File: src/rtl/crc16_pkg.sv
// crc16_pkg -- shared constants and types for the CRC-16 (0x8005) datapath.
//
// Contents:
//   CRC16_W     remainder width (16)
//   CRC16_POLY  generator x^16+x^15+x^2+1, implicit x^16 term dropped
//   CRC16_INIT  remainder value at the start of every frame
//   crc16_state_t  frame-checker FSM states
package crc16_pkg;

  localparam int                 CRC16_W    = 16;
  localparam logic [CRC16_W-1:0] CRC16_POLY = 16'h8005;
  localparam logic [CRC16_W-1:0] CRC16_INIT = 16'h0000;

  typedef enum logic [1:0] {
    ST_IDLE = 2'd0,
    ST_DATA = 2'd1,
    ST_CRC  = 2'd2
  } crc16_state_t;

endpackage

File: src/rtl/crc16_lfsr_step.sv
// crc16_lfsr_step -- one serial step of the non-reflected CRC-16 register.
// Purely combinational so it can be shared by the checker and a transmit
// encoder.
//
// Ports:
//   r       current remainder
//   din     incoming serial bit
//   r_next  remainder after absorbing din
module crc16_lfsr_step
  import crc16_pkg::*;
(
  input  logic [CRC16_W-1:0] r,
  input  logic               din,
  output logic [CRC16_W-1:0] r_next
);

  logic fb;

  // Shift left and fold the generator back in when the feedback bit is set;
  // with 0x8005 this drives taps 0, 2 and 15.
  assign fb     = r[CRC16_W-1] ^ din;
  assign r_next = {r[CRC16_W-2:0], 1'b0} ^ ({CRC16_W{fb}} & CRC16_POLY);

endmodule

File: src/rtl/crc16_check.sv
// crc16_check -- serial CRC-16 frame checker.
// A frame is DATA_BITS payload bits (MSB first) followed by 16 CRC bits
// (MSB first). Payload bits are passed through registered; after the last
// CRC bit a one-cycle frame_done pulse reports the verdict and the final
// remainder.
//
// Parameters:
//   DATA_BITS   payload bits per frame (1..4096)
// Ports:
//   clk         rising-edge clock
//   reset       synchronous, active-low
//   din         serial frame bit, qualified by din_valid
//   din_valid   din accepted this cycle
//   sof         accepted bit is the first bit of a frame
//   dout        registered payload bit
//   dout_valid  dout carries a payload bit accepted last cycle
//   frame_done  one-cycle pulse after the last CRC bit
//   crc_ok      remainder was zero (valid with frame_done)
//   crc_err     remainder was non-zero (valid with frame_done)
//   crc_rem     final remainder, held until the next frame_done
//   err_count   saturating count of crc_err pulses
//               (only when CRC16_CHK_ERRCNT_EN is defined)
//
// State | meaning
// IDLE  | waiting for an accepted sof; other accepted bits are dropped
// DATA  | absorbing payload bits and passing them to dout
// CRC   | absorbing the 16 CRC bits; verdict on the last one
module crc16_check
  import crc16_pkg::*;
#(
  parameter int DATA_BITS = 64
) (
  input  logic               clk,
  input  logic               reset,
  input  logic               din,
  input  logic               din_valid,
  input  logic               sof,
  output logic               dout,
  output logic               dout_valid,
  output logic               frame_done,
  output logic               crc_ok,
  output logic               crc_err,
  output logic [CRC16_W-1:0] crc_rem
`ifdef CRC16_CHK_ERRCNT_EN
  ,
  output logic [15:0]        err_count
`endif
);

  localparam int CNT_W = $clog2(DATA_BITS + CRC16_W);
  // Down-counter holds the bits still to come after the current one.
  localparam logic [CNT_W-1:0] CNT_LOAD = CNT_W'(DATA_BITS + CRC16_W - 1);
  localparam logic [CNT_W-1:0] CNT_CRC  = CNT_W'(CRC16_W);

  crc16_state_t       state;
  logic [CNT_W-1:0]   cnt;
  logic [CNT_W-1:0]   cnt_dec;
  logic [CRC16_W-1:0] crc_r;
  logic [CRC16_W-1:0] r_base;
  logic [CRC16_W-1:0] r_step;
  logic               start;

  // An accepted sof restarts from any state, so the register is seeded
  // from the init value in the same cycle the first bit is absorbed.
  assign start   = din_valid & sof;
  assign r_base  = start ? CRC16_INIT : crc_r;
  assign cnt_dec = cnt - 1'b1;

  crc16_lfsr_step u_step (
    .r      (r_base),
    .din    (din),
    .r_next (r_step)
  );

  always_ff @(posedge clk) begin
    if (!reset) begin
      state      <= ST_IDLE;
      cnt        <= '0;
      crc_r      <= CRC16_INIT;
      crc_rem    <= '0;
      dout       <= 1'b0;
      dout_valid <= 1'b0;
      frame_done <= 1'b0;
      crc_ok     <= 1'b0;
      crc_err    <= 1'b0;
`ifdef CRC16_CHK_ERRCNT_EN
      err_count  <= '0;
`endif
    end else begin
      dout_valid <= 1'b0;
      frame_done <= 1'b0;
      crc_ok     <= 1'b0;
      crc_err    <= 1'b0;
      if (start) begin
        crc_r      <= r_step;
        cnt        <= CNT_LOAD;
        dout       <= din;
        dout_valid <= 1'b1;
        // A one-bit payload is already complete after the sof bit.
        state      <= (CNT_LOAD == CNT_CRC) ? ST_CRC : ST_DATA;
      end else if (din_valid) begin
        case (state)
          ST_IDLE: begin
          end
          ST_DATA: begin
            crc_r      <= r_step;
            cnt        <= cnt_dec;
            dout       <= din;
            dout_valid <= 1'b1;
            if (cnt_dec == CNT_CRC) state <= ST_CRC;
          end
          ST_CRC: begin
            crc_r <= r_step;
            cnt   <= cnt_dec;
            if (cnt_dec == '0) begin
              state      <= ST_IDLE;
              frame_done <= 1'b1;
              crc_ok     <= (r_step == '0);
              crc_err    <= (r_step != '0);
              crc_rem    <= r_step;
`ifdef CRC16_CHK_ERRCNT_EN
              if ((r_step != '0) && (err_count != 16'hFFFF))
                err_count <= err_count + 16'd1;
`endif
            end
          end
          default: state <= ST_IDLE;
        endcase
      end
    end
  end

endmodule
File: config.mk
export PLATFORM = sky130hd
export DESIGN_NAME = crc16_check
export DESIGN_NICKNAME = d
export VERILOG_FILES = /design/src/rtl/crc16_pkg.sv /design/src/rtl/crc16_lfsr_step.sv /design/src/rtl/crc16_check.sv
export SDC_FILE = /design/constraint.sdc
export NUM_CORES = 1
export LEC_CHECK = 0
export BUFFER_PORTS_ARGS = -buffer_cell sky130_fd_sc_hd__buf_4
export CAP_MARGIN = 20
export CORE_ASPECT_RATIO = 0.8
export CORE_MARGIN = 2
export CORE_UTILIZATION = 51
export CTS_CLUSTER_DIAMETER = 120
export DETAILED_ROUTE_END_ITERATION = 16
export HOLD_SLACK_MARGIN = 0.05
export PLACE_DENSITY = 0.74
export SYNTH_ARGS = -nofsm -noshare
export SYNTH_HDL_FRONTEND = slang
export SYNTH_SLANG_ARGS = --single-unit
File: constraint.sdc
create_clock -name clk -period 2.2 [get_ports clk]
set_input_delay 0.44 -clock clk [delete_from_list [all_inputs] [get_ports clk]]
set_output_delay 0.44 -clock clk [all_outputs]
set_load 0.005 [all_outputs]
==> flow_summary.yaml <==
sta:
  rsz0062_at_grt: "yes"
  setup_viol: 0
  finalMaxSlewViolations: 0
  slew_headroom_pct: 68.4
  hold_violations: 0
  fin_crit_sh_pct: 98.0
  worst_pin_slew_ns: 0.474
  fin_ws_ns: 0.0451
  fmax_mhz: 464
  fin_crit_ns: 2.15
  skew_ns: 0.00460
floorplan:
  die_width_um: 75.8
  dieArea_mm2: 0.00466
  io_pins: 26
  start_util_pct: 54.2
  num_rows: 20
  core_mm2: 0.00388
  fp.dieH_um: 61.4
drt:
  vias: 1730
  initialDrtViolationCount: 181
  viasPerCell: 5.47
  firstDrtPassIters: 4
  drcViolationCount: 0
  finalWirelength_um: 4450
  ant_nets: 0
  routedWlPerCell_um: 14.1
flow_run:
  drv_cap: 0
grt:
  grt_start_max_net_pins: 32
  grt_pass1_wl_um: 7140
  overflow: 0
  grt_antenna_before_repair: 0
  grt_pass1_vias: 1498
  grt.total_usage_pct: 20.7
final_layout:
  diodes: 0
  area_delta_synth_final_pct: 22.0
  nets: 270
  fillers: 334
  layoutNonFillerInstCount: 316
  drive_gt1_share_pct: 23.4
critical_path:
  crit_fanout: 8
  crit_type: "flip-flop to flip-flop"
  start_kind: "flip-flop"
  cp.required_ns: 2.44
  arrival_ns: 2.40
  cp-end-kind: "flip-flop"
run_status:
  outcome: "finished, final reports clean"
clock_network:
  clkSlewWorstSetupHoldPaths_ns: 0.09
  clk_path_buf_depth: 2
  cts_sinks: 46
  root_buffer: "clkbuf_8"
  cts_max_level: 2
  clock_latency_ns: 0.30
  cts_hold_buf: 0
  numCtsBuffers: 5
  cts_tree: "built"
synthesis:
  synth-seq-cells: 46
  avgSynthCellArea_um2: 9.18
  async_reset_ff_share_pct: 0
  synth_edf_count: 0
  synth_flop_cell: "dfxtp_1"
  yosysSeqAreaShare_pct: 43.8
  yosys.area.top_type: "dfxtp_1"
  ys_warn_count: 0
  ys_types: 45
  synth_top_area_share_pct: 43.8
  synth_area_leaders: "dfxtp_1 44%, mux2i_1 6.7%, nand2_1 5.7%"
  syn_area_mm2: 0.00210
  syn_inst: 229
  synth_nets: 239
placement:
  numPortBuffers: 25
  place.gp.congestion: 0.839
  hpwl_um: 3080
  placed_cells: 306
  dp_slack_ns: -0.00395
power:
  power_leakage_uw: 0.000967
  peakVddDrop_uv: 352
  power_density_mw_per_mm2: 708
min_path:
  hold_class: "primary input to flip-flop"
-- routing by layer --
layer	vias to the layer above	track usage, %	wire length (um)	part of all wire [%]
li1	881	-	-	-
met1	810	29.9	2180	49
met2	33	30.3	2020	45
met3	6	3.93	179	4.0
met4	0	8.27	69	1.6
met5	-	0	0	0
-- placed cells by master (no fill, tap or decap), types with 2 or more instances in the layout --
master,n
a211oi_1,5
a21oi_1,6
a22oi_1,13
a311oi_1,2
and2_1,3
buf_4,37
bufinv_16,2
clkbuf_8,5
dfxtp_1,45
ha_1,4
inv_1,4
mux2i_1,14
nand2_1,32
nand2b_1,2
nand3b_1,2
nand4_1,3
nor2_1,25
nor2b_1,2
nor3_1,6
nor4_1,4
o211ai_1,2
o21a_1,3
o21ai_0,3
o21bai_1,2
o41ai_1,2
xnor2_1,3
xor2_1,4
-- power breakdown --
part           leakage [uW]  internal, uW  switching, uW
Sequential         0.000373           849           15.4
Clock             0.0000683           455            289
Combinational      0.000525          88.5            119
-- flip-flops by register name, indices dropped and copies added, names as in the netlist --
signal / flops
state: 2
crc_ok: 1
crc_err: 1
dout: 1
cnt: 7
frame_done: 1
dout_valid: 1
crc_r: 16
crc_rem: 16
-- metrics by stage --
| stage | hold slack, ns | setup TNS, ns | total power (uW) | utilization [%] | cell area, um2 |
|---|---|---|---|---|---|
| floorplan | 0.448 | -0.346 | 1030 | - | 2130 |
| global placement | 0.444 | 0 | 1080 | 61.7 | 2390 |
| detailed placement | 0.449 | -0.00395 | 1080 | 61.7 | 2390 |
| CTS | 0.453 | 0 | 1820 | 65.5 | 2540 |
| global route | 0.489 | -0.0415 | 1900 | 66.1 | 2560 |
| finish | 0.462 | 0 | 1820 | 66.1 | 2560 |
-- final cells by class --
| class | instances | area (um2) | area share [%] |
|---|---|---|---|
| timing repair buffer | 38 | 298 | 11.6 |
| inverter | 6 | 25.0 | 0.976 |
| sequential | 46 | 922 | 36.0 |
| multi-input combinational | 163 | 1110 | 43.4 |
| clock buffer | 5 | 68.8 | 2.68 |
| clock inverter | 3 | 68.8 | 2.68 |
| tap | 55 | 68.8 | 2.68 |
-- synthesized netlist by cell type, types with 3 or more instances --
| library cell | instances |
|---|---|
| o21a_1 | 3 |
| ha_1 | 5 |
| a211oi_1 | 6 |
| o21ai_0 | 3 |
| a22oi_1 | 13 |
| nor2_1 | 26 |
| nor4_1 | 4 |
| nand2_1 | 32 |
| and2_1 | 3 |
| nor3_1 | 6 |
| clkbuf_1 | 11 |
| mux2i_1 | 14 |
| inv_1 | 6 |
| xor2_1 | 4 |
| xnor2_1 | 3 |
| nand4_1 | 3 |
| dfxtp_1 | 46 |
| a21oi_1 | 6 |
-- worst max-delay path, cell delays in order, from the launching register on --
cell and delay (ns):
dfxtp_2 0.33, inv_2 0.08, ha_4 0.12, or4b_4 0.48, nor4b_4 0.34, o311ai_4 0.18
or3_4 0.45, nor2b_4 0.13
-- logic make-up (layout without fill, tap and decap cells) --
group,Yosys count,after routing,share of synthesized area [%]
fa+ha+maj,5,5,2.97
simple gates,90,90,21.7
compound gates,46,46,16.8
mux,15,15,7.20
xor+xnor,7,7,2.91
buf+inv,20,52,4.70
flops,46,46,43.8
-- worst paths after layout --
| path | to | slack [ns] | cells past startpoint | startpoint |
|---|---|---|---|---|
| max reg2reg | crc_ok | 0.05 | 7 | cnt[1] |
| min reg2reg | crc_rem[12] | 0.46 | 2 | crc_rem[12] |
| max | crc_ok | 0.05 | 7 | cnt[1] |
| min | dout | 0.46 | 3 | din |
-- timing repair --
item,CTS,global route
setup buffers,1,0
endpoints found under the setup margin,3,15
pin swaps,2,3
resized for setup,0,6
(Power assumes the default switching activity.)
